==> src/rtl/btb_pkg.sv <==
// Shared constants for the branch target buffer: direction-counter encodings,
// counter init values and the control opcodes the resolve stage decodes.
package btb_pkg;

  localparam logic [1:0] CTR_SNT = 2'b00;
  localparam logic [1:0] CTR_WNT = 2'b01;
  localparam logic [1:0] CTR_WT  = 2'b10;
  localparam logic [1:0] CTR_ST  = 2'b11;

  localparam logic [1:0] CTR_RESET = CTR_WNT;
  localparam logic [1:0] CTR_ALLOC = CTR_WT;

  localparam logic [3:0] OPC_BEQ = 4'h8;
  localparam logic [3:0] OPC_BNE = 4'h9;
  localparam logic [3:0] OPC_JMP = 4'hA;

  function automatic logic opc_is_jmp(input logic [3:0] opc);
    return (opc == OPC_JMP);
  endfunction

endpackage

==> src/rtl/btb_sat_ctr.sv <==
// 2-bit saturating up/down counter next-state logic for the BTB direction
// predictor; up=1 moves toward strongly-taken.
module btb_sat_ctr
  import btb_pkg::*;
(
  input  logic [1:0] ctr,
  input  logic       up,
  output logic [1:0] ctr_next
);

  // saturating increment/decrement
  always_comb begin
    ctr_next = ctr;
    if (up) begin
      if (ctr != CTR_ST) ctr_next = ctr + 2'd1;
      else               ctr_next = CTR_ST;
    end else begin
      if (ctr != CTR_SNT) ctr_next = ctr - 2'd1;
      else                ctr_next = CTR_SNT;
    end
  end

endmodule

==> src/rtl/btb_predictor.sv <==
// Direct-mapped branch target buffer with 2-bit direction counters: combinational
// next-PC prediction for fetch, trained by the branch resolve stage.
module btb_predictor
  import btb_pkg::*;
#(
  parameter int DBITS    = 16,
  parameter int ENTRIES  = 16,
  parameter int IDXBITS  = $clog2(ENTRIES),
  parameter int TAGBITS  = DBITS - IDXBITS - 1,
  parameter int PERFBITS = 16
) (
  input  logic                clk,
  input  logic                reset,
  input  logic [DBITS-1:0]    fetch_pc,
  output logic                pred_taken,
  output logic [DBITS-1:0]    pred_next_pc,
  input  logic                upd_valid,
  input  logic [DBITS-1:0]    upd_pc,
  input  logic                upd_taken,
  input  logic [DBITS-1:0]    upd_target,
  input  logic                upd_is_jmp,
  input  logic                upd_mispredict,
  input  logic                clear,
  output logic [PERFBITS-1:0] perf_updates,
  output logic [PERFBITS-1:0] perf_mispredicts
);

  logic                valid_r [ENTRIES];
  logic [TAGBITS-1:0]  tag_r   [ENTRIES];
  logic [DBITS-1:0]    tgt_r   [ENTRIES];
  logic [1:0]          ctr_r   [ENTRIES];
  logic                jmp_r   [ENTRIES];

  logic [PERFBITS-1:0] perf_updates_r;
  logic [PERFBITS-1:0] perf_mispredicts_r;

  logic [IDXBITS-1:0]  fidx_s;
  logic [TAGBITS-1:0]  ftag_s;
  logic                fhit_s;
  logic                ftaken_s;
  logic [IDXBITS-1:0]  uidx_s;
  logic [TAGBITS-1:0]  utag_s;
  logic                uhit_s;
  logic [1:0]          uctr_next_s;
  logic                unused_s;

  // PC[0] is always zero for 2-byte instructions
  assign unused_s = fetch_pc[0] ^ upd_pc[0];

  assign fidx_s = fetch_pc[IDXBITS:1];
  assign ftag_s = fetch_pc[DBITS-1:IDXBITS+1];
  assign uidx_s = upd_pc[IDXBITS:1];
  assign utag_s = upd_pc[DBITS-1:IDXBITS+1];

  // lookup reads table state only, so a same-cycle update is not bypassed
  always_comb begin
    fhit_s   = valid_r[fidx_s] && (tag_r[fidx_s] == ftag_s);
    ftaken_s = fhit_s && (jmp_r[fidx_s] || ctr_r[fidx_s][1]);
    if (ftaken_s) pred_next_pc = tgt_r[fidx_s];
    else          pred_next_pc = fetch_pc + {{(DBITS-2){1'b0}}, 2'd2};
  end

  assign pred_taken = ftaken_s;
  assign uhit_s     = valid_r[uidx_s] && (tag_r[uidx_s] == utag_s);

  btb_sat_ctr u_sat_ctr (
    .ctr      (ctr_r[uidx_s]),
    .up       (upd_taken),
    .ctr_next (uctr_next_s)
  );

  // table state: reset, clear (wins over training), then training
  always_ff @(posedge clk or posedge reset) begin
    if (reset) begin
      for (int i = 0; i < ENTRIES; i++) begin
        valid_r[i] <= 1'b0;
        tag_r[i]   <= {TAGBITS{1'b0}};
        tgt_r[i]   <= {DBITS{1'b0}};
        ctr_r[i]   <= CTR_RESET;
        jmp_r[i]   <= 1'b0;
      end
    end else if (clear) begin
      for (int i = 0; i < ENTRIES; i++) valid_r[i] <= 1'b0;
    end else if (upd_valid) begin
      if (uhit_s) begin
        ctr_r[uidx_s] <= uctr_next_s;
        if (upd_taken) begin
          tgt_r[uidx_s] <= upd_target;
          jmp_r[uidx_s] <= upd_is_jmp;
        end
      end else if (upd_taken) begin
        valid_r[uidx_s] <= 1'b1;
        tag_r[uidx_s]   <= utag_s;
        tgt_r[uidx_s]   <= upd_target;
        ctr_r[uidx_s]   <= CTR_ALLOC;
        jmp_r[uidx_s]   <= upd_is_jmp;
      end
    end
  end

  // saturating performance counters, untouched by clear
  always_ff @(posedge clk or posedge reset) begin
    if (reset) begin
      perf_updates_r     <= {PERFBITS{1'b0}};
      perf_mispredicts_r <= {PERFBITS{1'b0}};
    end else if (upd_valid) begin
      if (perf_updates_r != {PERFBITS{1'b1}})
        perf_updates_r <= perf_updates_r + {{(PERFBITS-1){1'b0}}, 1'b1};
      if (upd_mispredict && (perf_mispredicts_r != {PERFBITS{1'b1}}))
        perf_mispredicts_r <= perf_mispredicts_r + {{(PERFBITS-1){1'b0}}, 1'b1};
    end
  end

  assign perf_updates     = perf_updates_r;
  assign perf_mispredicts = perf_mispredicts_r;

endmodule

==> config.mk <==
export PLATFORM = sky130hd
export DESIGN_NAME = btb_predictor
export DESIGN_NICKNAME = d
export VERILOG_FILES = /design/src/rtl/btb_pkg.sv /design/src/rtl/btb_sat_ctr.sv /design/src/rtl/btb_predictor.sv
export SDC_FILE = /design/constraint.sdc
export NUM_CORES = 1
export LEC_CHECK = 0
export ABC_AREA = 1
export BUFFER_PORTS_ARGS = -buffer_cell sky130_fd_sc_hd__buf_2
export CAP_MARGIN = 20
export CORE_ASPECT_RATIO = 1.1
export CORE_MARGIN = 3
export CORE_UTILIZATION = 57
export DETAILED_ROUTE_END_ITERATION = 16
export GPL_ROUTABILITY_DRIVEN = 0
export MAX_ROUTING_LAYER = met4
export PLACE_DENSITY = 0.84
export SLEW_MARGIN = 15
export SYNTH_ARGS = -nofsm -noshare
export SYNTH_HDL_FRONTEND = slang
export SYNTH_SLANG_ARGS = --single-unit
==> constraint.sdc <==
create_clock -name clk -period 23.1 [get_ports clk]
set_clock_uncertainty 0.15 [all_clocks]
set_input_delay 6.93 -clock clk [delete_from_list [all_inputs] [get_ports clk]]
set_output_delay 6.93 -clock clk [all_outputs]
set_load 0.01 [all_outputs]
* Yosys cells after proc, flatten, opt, wreduce, memory -nomap -nowiden
Index checks and enable logic that the tools add are counted.
** Storage, ports and cells
- Input port bits :: 55
- Register bits after elaboration :: 528
- Memories kept :: 0
- Memory bits (writable) :: 0
- Bits in read-only memories :: 0
- Output and inout bits :: 49
- Bits in latches :: 0
- Word-level logic and storage cells :: 166
** Cells by class
- Add/sub/neg operators :: 5
- Shifts and indexed selects :: 0
- Div/mod/pow operators :: 0
- Mux-type cells :: 46
- Multipliers :: 0
- Magnitude comparators :: 3
- Equal/unequal tests :: 6
- Reduce and logical (&&, ||, !) cells :: 16
- Bitwise logic cells :: 8
** Operators with widths (number)
- 256-bit bitwise mux :: 1
- 176-bit bitwise mux :: 1
- 16-bit two-way mux :: 8
- 11-bit binary-select mux with 4-bit select :: 2
- 16-bit binary-select mux with 4-bit select :: 1
- 16-bit demux with 4-bit select :: 1
- 32-bit two-way mux :: 2
- 11-bit two-way mux :: 5
- 11-bit demux with 4-bit select :: 1
- 16-bit by 1-bit adder with 16-bit output (second input constant) :: 2
- 32-bit bitwise mux :: 1
- 16-bit inequality test (second input constant) :: 2
- 16-bit bitwise OR :: 2
- 11-bit equality test :: 2
- 16-bit by 2-bit adder with 16-bit output (second input constant) :: 1
- 16-bit AND :: 1
- 2-bit binary-select mux with 4-bit select :: 2
- 16-bit bitwise mux :: 1
- 2-bit two-way mux :: 8
- 16-bit inverter :: 1
- 1-bit binary-select mux with 4-bit select :: 3
- 5-bit greater-or-equal comparator (second input constant) :: 2
- 4-bit inverter with 5-bit output :: 2
- 3-bit AND reduction :: 3
- other kinds (13) :: 29

* Depth between registers and ports, before layout
- Depth after elaboration :: 10
- Gate-level depth with buffers :: 23
- Gate-level depth less buffers :: 19

* Hierarchy
From an unflattened synthesis, not the netlist that was laid out.
** Unflattened totals
- Cell total of the unflattened synthesis :: 3523
- Area, all modules :: 26775.7 µm²
** By module, submodules not included
- btb_predictor :: instances 1, cells an instance 3517, seq. area each 13232.7 µm², area an instance 26750.7 µm²
- btb_sat_ctr :: instances 1, cells an instance 6, seq. area each 0.0 µm², area an instance 25.0 µm²

* Worst setup path after synthesis
No wires, ideal clock.
- Kind :: input -> output
- Start :: input fetch_pc[2]
- End :: output pred_next_pc[0]
- Path buffers :: 4
- Arrival :: 8767 ps
- Setup slack :: 7253 ps
- Stages on the path :: 14
- Required time :: 16020 ps
- Cell sequence :: buf_2 -> buf_4 -> clkbuf_1 -> o21ai_0 -> o211ai_1 -> nand3_1 -> nand3_1 -> nand2_1 -> nor2_1 -> nand2_1 -> nor3_1 -> clkbuf_1 -> nand3_1 -> nand2_1
** Between the ends
- Longest elaborated chain between the ends :: 8
- Elaborated cells between the ends (all ways) :: 21
- Those cells by class :: eq/ne (1); mux (16); bitwise (1); reduce/logical (3)
** Ends and longest elaborated chain
- start: declaration :: RTL line btb_predictor.sv:14 : input logic [DBITS-1:0] fetch_pc,
- 4-bit inverter with 5-bit output (implied by the code) * :: RTL line btb_predictor.sv:57, btb_predictor.sv:58, btb_predictor.sv:59
- 11-bit binary-select mux with 4-bit select :: RTL line btb_predictor.sv:57 : fhit_s = valid_r[fidx_s] && (tag_r[fidx_s] == ftag_s);
- 11-bit two-way mux (implied by the code) (2 in a row) :: RTL line btb_predictor.sv:57
- 11-bit equality test :: RTL line btb_predictor.sv:57
- 1-bit logical AND :: RTL line btb_predictor.sv:57
- 1-bit logical AND :: RTL line btb_predictor.sv:58 : ftaken_s = fhit_s && (jmp_r[fidx_s] || ctr_r[fidx_s][1]);
- 16-bit two-way mux * :: RTL line btb_predictor.sv:59 : if (ftaken_s) pred_next_pc = tgt_r[fidx_s];
- end: declaration :: RTL line btb_predictor.sv:16 : output logic [DBITS-1:0] pred_next_pc,
Every way passes the cells marked *; elsewhere a longest branch is shown, timed or not. The select of a mux whose other input is x is not followed.

* Worst setup path in the final report
- Start :: input fetch_pc[2]
- End :: output pred_next_pc[13]
** Between the ends
- Longest elaborated chain between the ends :: 8
- Elaborated cells between the ends (all ways) :: 22
- Those cells by class :: add/sub (1); eq/ne (1); mux (16); bitwise (1); reduce/logical (3)
** Ends and longest elaborated chain (RTL line)
- 4-bit inverter with 5-bit output (implied by the code) :: btb_predictor.sv:57, btb_predictor.sv:58, btb_predictor.sv:59
- 11-bit binary-select mux with 4-bit select :: btb_predictor.sv:57
- 11-bit two-way mux (implied by the code) (2 in a row) :: btb_predictor.sv:57
- 11-bit equality test :: btb_predictor.sv:57
- 1-bit logical AND :: btb_predictor.sv:57
- 1-bit logical AND :: btb_predictor.sv:58
- 16-bit two-way mux * :: btb_predictor.sv:59
Marked as above.

==> out/summary.txt <==
Max clock buf depth: 3
Req. time, crit path: 16.02 ns
drt first pass iters: 5
clk sinks: 528
Netlist cell types: 43
DPL Wire Length: 47500 um
Worst Tran Pin Value: 1.13 ns
RSZ-0062 raised after global routing: no
CP endpoint kind: primary output
Placement Rows: 82
Max Cap Viol: 0
total track usage: 33.3%
Final setup viols: 0
pin count of the biggest net entering global routing: 96
adder-cell area share of the yosys netlist: 0.140%
DR DRC count: 0
Netlist Area Pre-Place: 26700 um2
main combinational cell family by area after synthesis: simple AND/OR/NAND/NOR gates
vias after detailed routing: 24890
Max transition margin: 24.3%
Nets: 3533
WP depth: 14
delay-heaviest family, CP: buffers and inverters
Synth Register Bits: 528
core area: 46000 um2
Die Footprint: 49500 um2
Compound-Gate Fraction of Synth Area: 19.1%
CTS tree: done
Placed Cells: 4003
area delta synth->final: 8.65%
Hold Violations, Final: 0
Post-Synth Simple-Gate Area: 23.3%
first-pass GRT wire length: 126000 um
vias in the first global route: 23205
DR WL/cell: 19.6 um
Seq/Total Area, Yosys: 49.5%
area share of the largest cell type after synthesis: 47.9%
CTS root buffer: clkbuf_16
cts repair resizes: 0
syn nets: 3568
CP startpoint kind: primary input
Ys Warns: 0
ranking of synthesized cells by area: dfrtp_1, nand2_1, o21ai_0
Async SR Flop Fraction: 100%
total negative slack: 0 ns
Syn Inst Count: 3510
final worst path period share: 77.8%
EDFF count, synth: 0
buffer and inverter count on the worst path: 5
CTS clock-pin slew for the worst setup and hold paths: 0.06 ns
post-synthesis mux area share: 0%
critical path, cell by cell: buf_4 > buf_4 > buf_4 > o21ai_0 > o211ai_1 > nand3_1 > nand3_1 > nand4_1 > nor3_1 > buf_4 > nand2_1 > nand2_1 > nand2_1 > buf_2
hold-fix buffers at CTS: 0
Max Fanout on Critical Path: 77
number of port buffers: 102
Worst VDD drop: 60.7 uV
Leak: 13.9 nW
CTS H-tree lvls: 2
critical path class: primary input to primary output
worst skew pair latency: 0.64 ns
hold depth: 2
post-route minimum period: 17.96 ns
antenna-violating nets left: 0
Finished Layout Cells: 4106
total CTS buffers: 54
I/O pins: 104
outcome: finished clean
die width: 213 um
worst hold path class: register to register
DIE HEIGHT: 233 um
CP most frequent cell: buf_4
ys flop type: dfrtp_1
WL final: 80600 um
initial DRC count: 3479
worst stage delay on the critical path: 0.76 ns
Placed Area: 27200 um2
arrival time at the worst endpoint: 10.88 ns
Avg Cell Area, Syn: 7.62 um2
setup repair bufs after CTS: 0
Max Slew Vio Count: 0
slowest cell on the critical path: buf_4
xor/xnor share of the synthesized area: 1.47%
grt total ovfl: 0
Worst Reg-to-Reg Cells: 14
initial antenna violation count: 2
Initial Util: 58.2%
number of vias per cell: 6.06
fraction of layout cells with a size suffix above 1: 7.82%
Pwr per Cell Area: 81.0 nW/um2
FMAX: 55.7 MHz
final design area excluding fillers: 29100 um2
post-synth top area cell: dfrtp_1
-- metrics by stage --
step           utilization, %  setup WS [ns]  hold WS (ns)  total power [W]
2_1_floorplan               -           1.29         0.297          0.00138
3_3_place_gp             59.2           5.30         0.307          0.00147
3_5_place_dp             59.2           5.31         0.309          0.00149
4_1_cts                  63.0           5.28         0.320          0.00235
5_1_grt                  63.2           4.92         0.330          0.00246
6_report                 63.2           5.14         0.323          0.00235
-- routing by layer --
layer	share of wire (%)	global-route usage [%]	vias to the layer above	wire length, um
li1	-	-	11433	-
met1	38	42.5	11688	30900
met2	44	50.0	1465	35800
met3	12	8.03	304	9640
met4	5.2	16.4	0	4190
met5	0	-	-	0
-- final cells by class --
type / count / area, um2
fillers: 3905 / 16900
flip-flops and latches: 528 / 13200
multi-input cells: 2574 / 11800
well taps: 588 / 736
clock buffers: 84 / 1580
clock inverters: 13 / 165
diodes: 2 / 5.00
inverters: 167 / 639
repair buffers: 150 / 927
-- tightest hold or removal path: stages, from the launching register on --
cell and delay [ns]:
dfstp_2 0.37, nand2_1 0.05, o21ai_1 0.05
-- sequential cells by signal, summed over array words and instances (netlist names) --
| name | count |
|---|---|
| perf_mispredicts | 16 |
| perf_updates | 16 |
| tag_r | 176 |
| ctr_r | 32 |
| valid_r | 16 |
| tgt_r | 256 |
| jmp_r | 16 |
-- cell usage after synthesis, types with 12 or more instances --
cell      count
o22ai_1      41
a21oi_1      79
a22oi_1      12
buf_2        37
dfstp_2      16
dfrtp_1     512
xor2_1       32
nand3_1      86
inv_1       159
buf_4        22
o21ai_1      55
xnor2_1      13
o21ai_0     707
o211ai_1     37
o221ai_1     17
nor2_1      299
nand4_1      16
nand2_1    1130
clkbuf_1    154
-- where the power goes --
part | switching [W] | internal [W]
Clock | 0.000375 | 0.000491
Combinational | 0.000235 | 0.000125
Sequential | 0.0000807 | 0.00105
Total | 0.000690 | 0.00166
-- layout by cell type, fill, tap and decap left out, types with 17 or more instances in the layout --
| cell | synthesis | layout |
|---|---|---|
| nand2_1 | 1130 | 1129 |
| clkbuf_16 | 0 | 55 |
| o22ai_1 | 41 | 41 |
| buf_2 | 37 | 100 |
| o21ai_0 | 707 | 707 |
| a21oi_1 | 79 | 79 |
| nor2_1 | 299 | 297 |
| nand3_1 | 86 | 86 |
| xor2_1 | 32 | 32 |
| inv_1 | 159 | 157 |
| clkbuf_1 | 154 | 20 |
| dfrtp_1 | 512 | 512 |
| o21ai_1 | 55 | 55 |
| buf_4 | 22 | 45 |
| o221ai_1 | 17 | 17 |
| o211ai_1 | 37 | 37 |
-- worst paths after layout --
path | slack (ns) | to | start
setup reg to reg | 19.67 | tag_r[105]$_DFFE_PP0P_ | tag_r[100]$_DFFE_PP0P_
hold / removal | 0.32 | ctr_r[12]$_DFFE_PP1P_ | ctr_r[12]$_DFFE_PP1P_
hold reg to reg | 0.32 | ctr_r[12]$_DFFE_PP1P_ | ctr_r[12]$_DFFE_PP1P_
min in group asynchronous | 6.24 | perf_updates[1]$_DFFE_PP0P_ | reset
setup / recovery | 5.14 | pred_next_pc[13] | fetch_pc[2]
max in group asynchronous | 14.33 | tag_r[10]$_DFFE_PP0P_ | reset
-- cell families (layout without fill, tap and decap cells) --
| family | count (synthesis) | in the layout |
|---|---|---|
| compound gates | 960 | 960 |
| xor+xnor | 45 | 45 |
| fa+ha+maj | 3 | 3 |
| buf+inv | 408 | 414 |
| flops | 528 | 528 |
| other cells | 0 | 2 |
| simple gates | 1566 | 1566 |
Note: power is estimated with default switching activity, not from simulation.
